===== config.mk =====
export PLATFORM = sky130hd
export DESIGN_NAME = axi4_lite_master
export DESIGN_NICKNAME = d
export VERILOG_FILES = /design/src/rtl/axi4_lite_pkg.sv /design/src/rtl/axi4_lite_master.sv
export SDC_FILE = /design/constraint.sdc
export NUM_CORES = 1
export LEC_CHECK = 0
export BUFFER_PORTS_ARGS = -buffer_cell sky130_fd_sc_hd__buf_2
export CAP_MARGIN = 30
export CELL_PAD_IN_SITES_DETAIL_PLACEMENT = 0
export CELL_PAD_IN_SITES_GLOBAL_PLACEMENT = 1
export CORE_MARGIN = 3
export CORE_UTILIZATION = 25
export CTS_BUF_LIST = sky130_fd_sc_hd__clkbuf_8
export DETAILED_ROUTE_END_ITERATION = 6
export GPL_TIMING_DRIVEN = 0
export PLACE_DENSITY = 0.71
export SYNTH_ARGS = -nofsm -noshare
export SYNTH_HDL_FRONTEND = slang
export SYNTH_SLANG_ARGS = --single-unit

===== constraint.sdc =====
create_clock -name clk -period 4.6 [get_ports clk]
set_input_delay 0.92 -clock clk [delete_from_list [all_inputs] [get_ports clk]]
set_output_delay 0.92 -clock clk [all_outputs]
set_load 0.02 [all_outputs]

===== src/rtl/axi4_lite_pkg.sv =====
// Types shared by the AXI4-Lite master and the 4-register AXI4-Lite slave.
// Response codes travel through the master unchanged, so both sides use resp_t.
package axi4_lite_pkg;

    typedef enum logic [1:0] {
        OKAY   = 2'b00,
        EXOKAY = 2'b01,
        SLVERR = 2'b10,
        DECERR = 2'b11
    } resp_t;

    typedef enum logic [1:0] {
        IDLE  = 2'b00,
        WRITE = 2'b01,
        READ  = 2'b10,
        RESP  = 2'b11
    } state_t;

endpackage


===== src/rtl/axi4_lite_master.sv =====
// Single-outstanding AXI4-Lite master: one valid/ready command in, one AXI
// transaction out, result held on the response interface until taken.
module axi4_lite_master
    import axi4_lite_pkg::*;
#(
    parameter int ADDR_WIDTH = 32,
    parameter int DATA_WIDTH = 32
) (
    input  logic                  clk,
    input  logic                  reset,
    input  logic                  cmd_valid_i,
    output logic                  cmd_ready_o,
    input  logic                  cmd_write_i,
    input  logic [ADDR_WIDTH-1:0] cmd_addr_i,
    input  logic [DATA_WIDTH-1:0] cmd_wdata_i,
    output logic                  rsp_valid_o,
    input  logic                  rsp_ready_i,
    output logic                  rsp_write_o,
    output logic [DATA_WIDTH-1:0] rsp_rdata_o,
    output logic [1:0]            rsp_resp_o,
    output logic [ADDR_WIDTH-1:0] awaddr_o,
    output logic                  awvalid_o,
    input  logic                  awready_i,
    output logic [DATA_WIDTH-1:0] wdata_o,
    output logic                  wvalid_o,
    input  logic                  wready_i,
    input  logic [1:0]            bresp_i,
    input  logic                  bvalid_i,
    output logic                  bready_o,
    output logic [ADDR_WIDTH-1:0] araddr_o,
    output logic                  arvalid_o,
    input  logic                  arready_i,
    input  logic [DATA_WIDTH-1:0] rdata_i,
    input  logic [1:0]            rresp_i,
    input  logic                  rvalid_i,
    output logic                  rready_o
);

    state_t                state_q, state_d;
    logic                  aw_done_q, aw_done_d;
    logic                  w_done_q, w_done_d;
    logic                  b_done_q, b_done_d;
    logic                  ar_done_q, ar_done_d;
    logic                  r_done_q, r_done_d;
    logic                  write_q, write_d;
    logic [ADDR_WIDTH-1:0] addr_q, addr_d;
    logic [DATA_WIDTH-1:0] wdata_q, wdata_d;
    logic [DATA_WIDTH-1:0] rdata_q, rdata_d;
    resp_t                 resp_q, resp_d;

    // Handshakes are derived from registered state so that no AXI input
    // reaches an AXI output combinationally.
    logic aw_hs, w_hs, b_hs, ar_hs, r_hs;
    assign aw_hs = (state_q == WRITE) && !aw_done_q && awready_i;
    assign w_hs  = (state_q == WRITE) && !w_done_q  && wready_i;
    assign b_hs  = (state_q == WRITE) && !b_done_q  && bvalid_i;
    assign ar_hs = (state_q == READ)  && !ar_done_q && arready_i;
    assign r_hs  = (state_q == READ)  && !r_done_q  && rvalid_i;

    always_ff @(posedge clk or posedge reset) begin
        if (reset) begin
            state_q   <= IDLE;
            aw_done_q <= 1'b0;
            w_done_q  <= 1'b0;
            b_done_q  <= 1'b0;
            ar_done_q <= 1'b0;
            r_done_q  <= 1'b0;
            write_q   <= 1'b0;
            addr_q    <= '0;
            wdata_q   <= '0;
            rdata_q   <= '0;
            resp_q    <= OKAY;
        end else begin
            state_q   <= state_d;
            aw_done_q <= aw_done_d;
            w_done_q  <= w_done_d;
            b_done_q  <= b_done_d;
            ar_done_q <= ar_done_d;
            r_done_q  <= r_done_d;
            write_q   <= write_d;
            addr_q    <= addr_d;
            wdata_q   <= wdata_d;
            rdata_q   <= rdata_d;
            resp_q    <= resp_d;
        end
    end

    always_comb begin
        state_d   = state_q;
        aw_done_d = aw_done_q;
        w_done_d  = w_done_q;
        b_done_d  = b_done_q;
        ar_done_d = ar_done_q;
        r_done_d  = r_done_q;
        write_d   = write_q;
        addr_d    = addr_q;
        wdata_d   = wdata_q;
        rdata_d   = rdata_q;
        resp_d    = resp_q;
        case (state_q)
            IDLE: begin
                if (cmd_valid_i) begin
                    write_d   = cmd_write_i;
                    addr_d    = cmd_addr_i;
                    wdata_d   = cmd_write_i ? cmd_wdata_i : '0;
                    rdata_d   = '0;
                    resp_d    = OKAY;
                    aw_done_d = 1'b0;
                    w_done_d  = 1'b0;
                    b_done_d  = 1'b0;
                    ar_done_d = 1'b0;
                    r_done_d  = 1'b0;
                    state_d   = cmd_write_i ? WRITE : READ;
                end
            end
            WRITE: begin
                aw_done_d = aw_done_q | aw_hs;
                w_done_d  = w_done_q  | w_hs;
                b_done_d  = b_done_q  | b_hs;
                if (b_hs) begin
                    resp_d = resp_t'(bresp_i);
                end
                if (aw_done_d && w_done_d && b_done_d) begin
                    state_d = RESP;
                end
            end
            READ: begin
                ar_done_d = ar_done_q | ar_hs;
                r_done_d  = r_done_q  | r_hs;
                if (r_hs) begin
                    rdata_d = rdata_i;
                    resp_d  = resp_t'(rresp_i);
                end
                if (ar_done_d && r_done_d) begin
                    state_d = RESP;
                end
            end
            RESP: begin
                if (rsp_ready_i) begin
                    state_d = IDLE;
                end
            end
            default: state_d = IDLE;
        endcase
    end

    always_comb begin
        cmd_ready_o = (state_q == IDLE);
        awvalid_o   = (state_q == WRITE) && !aw_done_q;
        wvalid_o    = (state_q == WRITE) && !w_done_q;
        bready_o    = (state_q == WRITE) && !b_done_q;
        arvalid_o   = (state_q == READ)  && !ar_done_q;
        rready_o    = (state_q == READ)  && !r_done_q;
        rsp_valid_o = (state_q == RESP);
    end

    assign awaddr_o    = addr_q;
    assign araddr_o    = addr_q;
    assign wdata_o     = wdata_q;
    assign rsp_write_o = write_q;
    assign rsp_rdata_o = rdata_q;
    assign rsp_resp_o  = resp_q;

endmodule

=== Word level (Yosys, flattened, before mapping) ===
Cells that the tools add are included.

* Memories kept: 0
* Register bits: 106
* Input port bits: 110
* Word-level logic and storage cells: 73
* Latch bits: 0
* Memory bits (writable): 0
* Bits in read-only memories: 0

* Magnitude comparators: 0
* $add $sub $neg: 0
* Div/mod/pow operators: 0
* Reductions and logical operators: 28
* Multiply operators: 0
* Equal/unequal tests: 9
* Shifts and indexed selects: 0
* Mux-type cells: 20
* Bitwise logic cells: 5

{| class="wikitable"
|+ Operator list
! cell !! count
|-
| 32-bit two-way mux || 3
|-
| 32-bit one-hot mux with 2 select lines || 1
|-
| 2-bit two-way mux || 8
|-
| 1-bit logical AND || 13
|-
| 1-bit one-hot mux with 2 select lines || 5
|-
| 2-bit one-hot mux with 4 select lines || 1
|-
| 4-bit AND reduction || 2
|-
| 2-bit by 1-bit != test with 1-bit output (second input constant) || 3
|-
| 2-bit != test (second input constant) || 3
|-
| 2-bit one-hot mux with 3 select lines || 1
|-
| 2-bit AND reduction || 3
|-
| 1-bit zero test || 5
|-
| 1-bit OR || 5
|-
| 2-bit == test (second input constant) || 2
|-
| 2-bit nonzero test || 2
|-
| 3-bit AND reduction || 1
|-
| 3-bit nonzero test || 1
|-
| 2-bit by 1-bit == test with 1-bit output (second input constant) || 1
|-
| 2-bit zero test || 1
|-
| 1-bit two-way mux || 1
|}

=== Depth between registers and ports, before layout ===
* Depth in word-level cells: 8
* Mapped depth: 8
* Depth with buffers taken out: 6

=== Least setup slack after synthesis ===
No wires, ideal clock.

* Path type: register -> output
* Start: register state_q[1]
* End: output bready_o
* Required time: 3680 ps
* Stages on the path, launching flop included: 5
* Slack: 2455 ps
* Data arrival time: 1225 ps
* Cell sequence: dfrtp_1 > inv_1 > ha_1 > clkbuf_1 > nor2b_1

* Word-level cells in the longest chain between the ends: 2

{| class="wikitable"
|+ RTL lines
! what !! RTL line !! RTL
|-
| start, declared || axi4_lite_master.sv:39 || <nowiki>state_t state_q, state_d;</nowiki>
|-
| start signal, assigned || axi4_lite_master.sv:74 || <nowiki>state_q <= state_d;</nowiki>
|-
| 2-bit by 1-bit == test with 1-bit output || axi4_lite_master.sv:151 || <nowiki>bready_o = (state_q == WRITE) && !b_done_q;</nowiki>
|-
| 1-bit logical AND || axi4_lite_master.sv:151 ||
|-
| end, declared || axi4_lite_master.sv:29 || <nowiki>output logic bready_o,</nowiki>
|}

Every way passes these cells.

=== Worst setup path in the final report ===
Ends and elaborated chain as after synthesis.

==> results.md <==
Power and ir drop:
- In this run the power spent charging and discharging nets is 2.22 mW.
- The overall power after layout is 5.05 mW.
- The relative contribution of the clock network to total power is 13.1%.
- The relative contribution of combinational cells to total power is 53.2%.
- The power density over the cells is 807 nW/um2.
- In this run switching power makes up 43.9% of total power.
- The cell leakage power is 3.39 nW.
- In this run, flip-flops and latches consume 33.7% of the power.
- The worst-case IR drop observed on VDD is 304 uV.
- The internal cell power is 2.83 mW.

Routing:
- After detailed routing, the average wire length per cell comes to 15.1 um.
- Wires add up to 13000 um.
- The detail-routed via count per cell is 4.33.
- The final route contains 3754 vias.
- The remaining design rule violation count is 0.
- The detailed router finished its first iteration with 137 violations.
- In this run the remaining antenna-violating nets after routing total 0.
- The first-pass iteration count of the detailed router is 4.

Placement:
- The standard cell area after detailed placement is 6020 um2.
- The final estimated routing congestion in global placement is 0.810.
- The detailed placement HPWL is 10200 um.
- The count of buffers added on input and output ports is 245.

Clock network:
- The number of buffers inserted during clock tree synthesis is 9.
- The clock passes through at most 2 buffers.
- The number of hold buffers added after cts is 0.
- The count of clock tree sinks is 106.
- The buffers inserted during post-CTS setup optimization is 0.
- Post-CTS repair changed the size of 0 cells.
- TritonCTS built the clock tree.
- The number of levels the H-tree was split into is 3.
- The CTS clock-pin slew for the worst setup and hold paths is 0.10 ns.
- The clock tree root driver cell is clkbuf_8.
- Clock latency on the worst-skew pair, taken at its later pin, is 0.38 ns.

Synth:
- Synthesis produced a netlist with a net count of 493.
- The register bit count reported by yosys is 106.
- The mean cell area of the mapped netlist is 11.8 um2.
- For this run, the register share of the synthesized area comes to 59.1%.
- After technology mapping, the gate count stands at 379.
- The post-synthesis instance area is 4490 um2.
- The count of distinct cell types in the synthesized netlist is 26.
- Yosys printed 0 warnings.

Cells and area:
- The area overhead of the layout relative to synthesis is 39.4%.
- The post-layout instance area is 6250 um2.
- For this run, the post-layout net count is 750.
- For this run, the share of the core covered by cells in the final layout is 35.9%.
- The number of antenna repair diodes is 0.
- The layout has 1826 filler cells.
- The multi-input combinational cells in the finished layout cover a total of 1420 um2.
- The library cells used most frequently in the layout, excluding fill and tap cells, are 253 x buf_2, 106 x dfrtp_1, 65 x nand2_1.
- The commonest non-fill, non-tap cell in the layout is buf_2.
- In the final layout, flip-flops and latches occupy 2650 um2.
- In the final layout, the share of cells above drive strength 1 is 54.9%.

GRT:
- Entering global routing, the biggest net connects 56 pins.
- The global-route congestion overflow total is 0.
- The first global-routing pass estimated 21100 um of wire.
- The number of antenna violations at the first check in global routing came to 0.
- The via count of the first global-routing pass came to 3888.
- Global routing used 13.3% of the available tracks.

Floorplanning:
- The die is 140 um wide.
- The y dimension of the die is 140 um.
- The effective utilization at floorplan is 25.8%.
- The overall die area is 19600 um2.
- Row generation in the floorplan step produced 48 rows.
- During I/O placement, the number of pins put on the boundary was 248.
- The core region is 17400 um2.

Worst setup path:
- The element type at the critical path start is a register.
- At the worst endpoint, the required time is 3.68 ns.
- For the worst setup path, the data arrival time is 1.77 ns.
- The type of element capturing the critical path is a primary output.
- The maximum fanout count along the critical path is 10.
- Counting cells, the worst reg-to-reg path comes to 8.
- The critical path is of the reg -> out type.

Timing:
- Setup violations remaining at the end of the flow were counted as 0.
- Setup repair after global routing left no endpoint under its margin.
- Measured against its own limit, the worst slew margin works out to 53.9%.
- The final clock period utilization by the worst path is 58.5%.
- Across all hold checks on the routed design, the worst slack comes to 0.486 ns.
- In the final timing run, aggregate negative setup slack is 0 ns.
- The total count of max-transition violations in the final report is 0.
- The maximum clock frequency is 0.372 GHz.
- The shortest clock period the worst path allows after layout is 2.69 ns.
- The largest clock skew in the final design is 0.0101 ns.
- The hold violation total from the final report came to 0.
- At the pin with the least slew margin, the transition time is 0.691 ns.

Min path:
- The worst hold path belongs to the class reg -> reg.
- The worst hold path passes through 2 cells.

Run:
- The max-capacitance violation count is 0.

Status:
- The flow ran to the end, and the final reports show no timing, DRC or antenna violations.
[cell type report]
class | count | area share (%)
Tap cell | 225 | 4.50
Inverter | 6 | 0.400
Multi-Input combinational cell | 210 | 22.7
Sequential cell | 106 | 42.4
Clock buffer | 9 | 1.98
Buffer | 57 | 6.28
Clock inverter | 7 | 1.70
Timing Repair Buffer | 246 | 20.0
[metrics by stage]
stage | setup WS, ns | cells
after floorplan | 0.891 | 379
after global placement | -0.344 | 849
after detailed placement | 2.33 | 850
after CTS | 1.88 | 866
after global routing | 1.76 | 866
final | 1.91 | 866
[flip-flops by register name, indices dropped and copies added, names as in the netlist]
name / count
araddr_o: 32
rsp_rdata_o: 32
wdata_o: 32
rsp_resp_o: 2
state_q: 2
ar_done_q: 1
aw_done_q: 1
b_done_q: 1
r_done_q: 1
rsp_write_o: 1
w_done_q: 1
[worst paths after layout]
kind	startpoint	to	slack (ns)
setup / recovery	state_q[1]	bready_o	1.91
hold / removal	wdata_o[3]	wdata_o[3]	0.49
setup reg to reg	state_q[0]	wdata_o[0]	2.58
hold reg to reg	wdata_o[3]	wdata_o[3]	0.49
max in group asynchronous	reset	wdata_o[9]	3.25
min in group asynchronous	reset	rsp_rdata_o[7]	0.63
[cells by family (layout without fill, tap and decap cells)]
kind of cell | count (synthesis) | after routing | share of synthesized area (%)
and+or+nand+nor | 79 | 79 | 7.70
buffers and inverters | 63 | 325 | 9.26
AOI/OAI and AO/OA | 89 | 89 | 13.4
muxes | 38 | 38 | 9.45
adders and majority gates | 4 | 4 | 1.12
DFF | 106 | 106 | 59.1
[power by group through the flow]
stage	clock network (mW)	logic, mW	registers [mW]
after global routing	0.734	2.89	1.77
after global placement	0	2.69	1.70
after CTS	0.699	2.73	1.71
after floorplan	0	1.26	2.24
after detailed placement	0	2.73	1.72
final	0.663	2.68	1.70
[critical path: stages, from the launching register on]
cell	delay, ns
dfrtp_1	0.41
inv_1	0.10
ha_1	0.18
clkbuf_1	0.33
nor2b_1	0.20
buf_2	0.17
[synthesized netlist by cell type]
master	instances	area share, %
buf_4	37	6.2
buf_6	4	1.0
and3_1	1	0.14
o21ai_2	1	0.20
a21boi_4	1	0.42
nand3_1	1	0.11
nand2b_4	1	0.31
ha_1	4	1.1
nand2_2	1	0.14
o221ai_1	1	0.20
nor2b_4	1	0.31
o21ai_0	39	4.4
mux2_2	35	8.8
nand2b_1	4	0.56
clkbuf_1	8	0.67
a22oi_1	2	0.33
a221o_1	1	0.22
inv_1	6	0.50
nand2_1	65	5.4
nor2b_1	5	0.70
a21oi_1	10	1.1
a22o_1	32	6.2
dfrtp_1	106	59
mux2i_1	3	0.67
o22ai_1	2	0.28
buf_2	8	0.89
[routing by layer]
metal / vias up / global-route usage (%) / share of wire, %
li1: 1779 / - / -
met1: 1797 / 16.6 / 41
met2: 165 / 22.1 / 48
met3: 13 / 4.51 / 8.7
met4: 0 / 3.47 / 1.4
met5: - / 0 / 0
(Power assumes the default switching activity.)
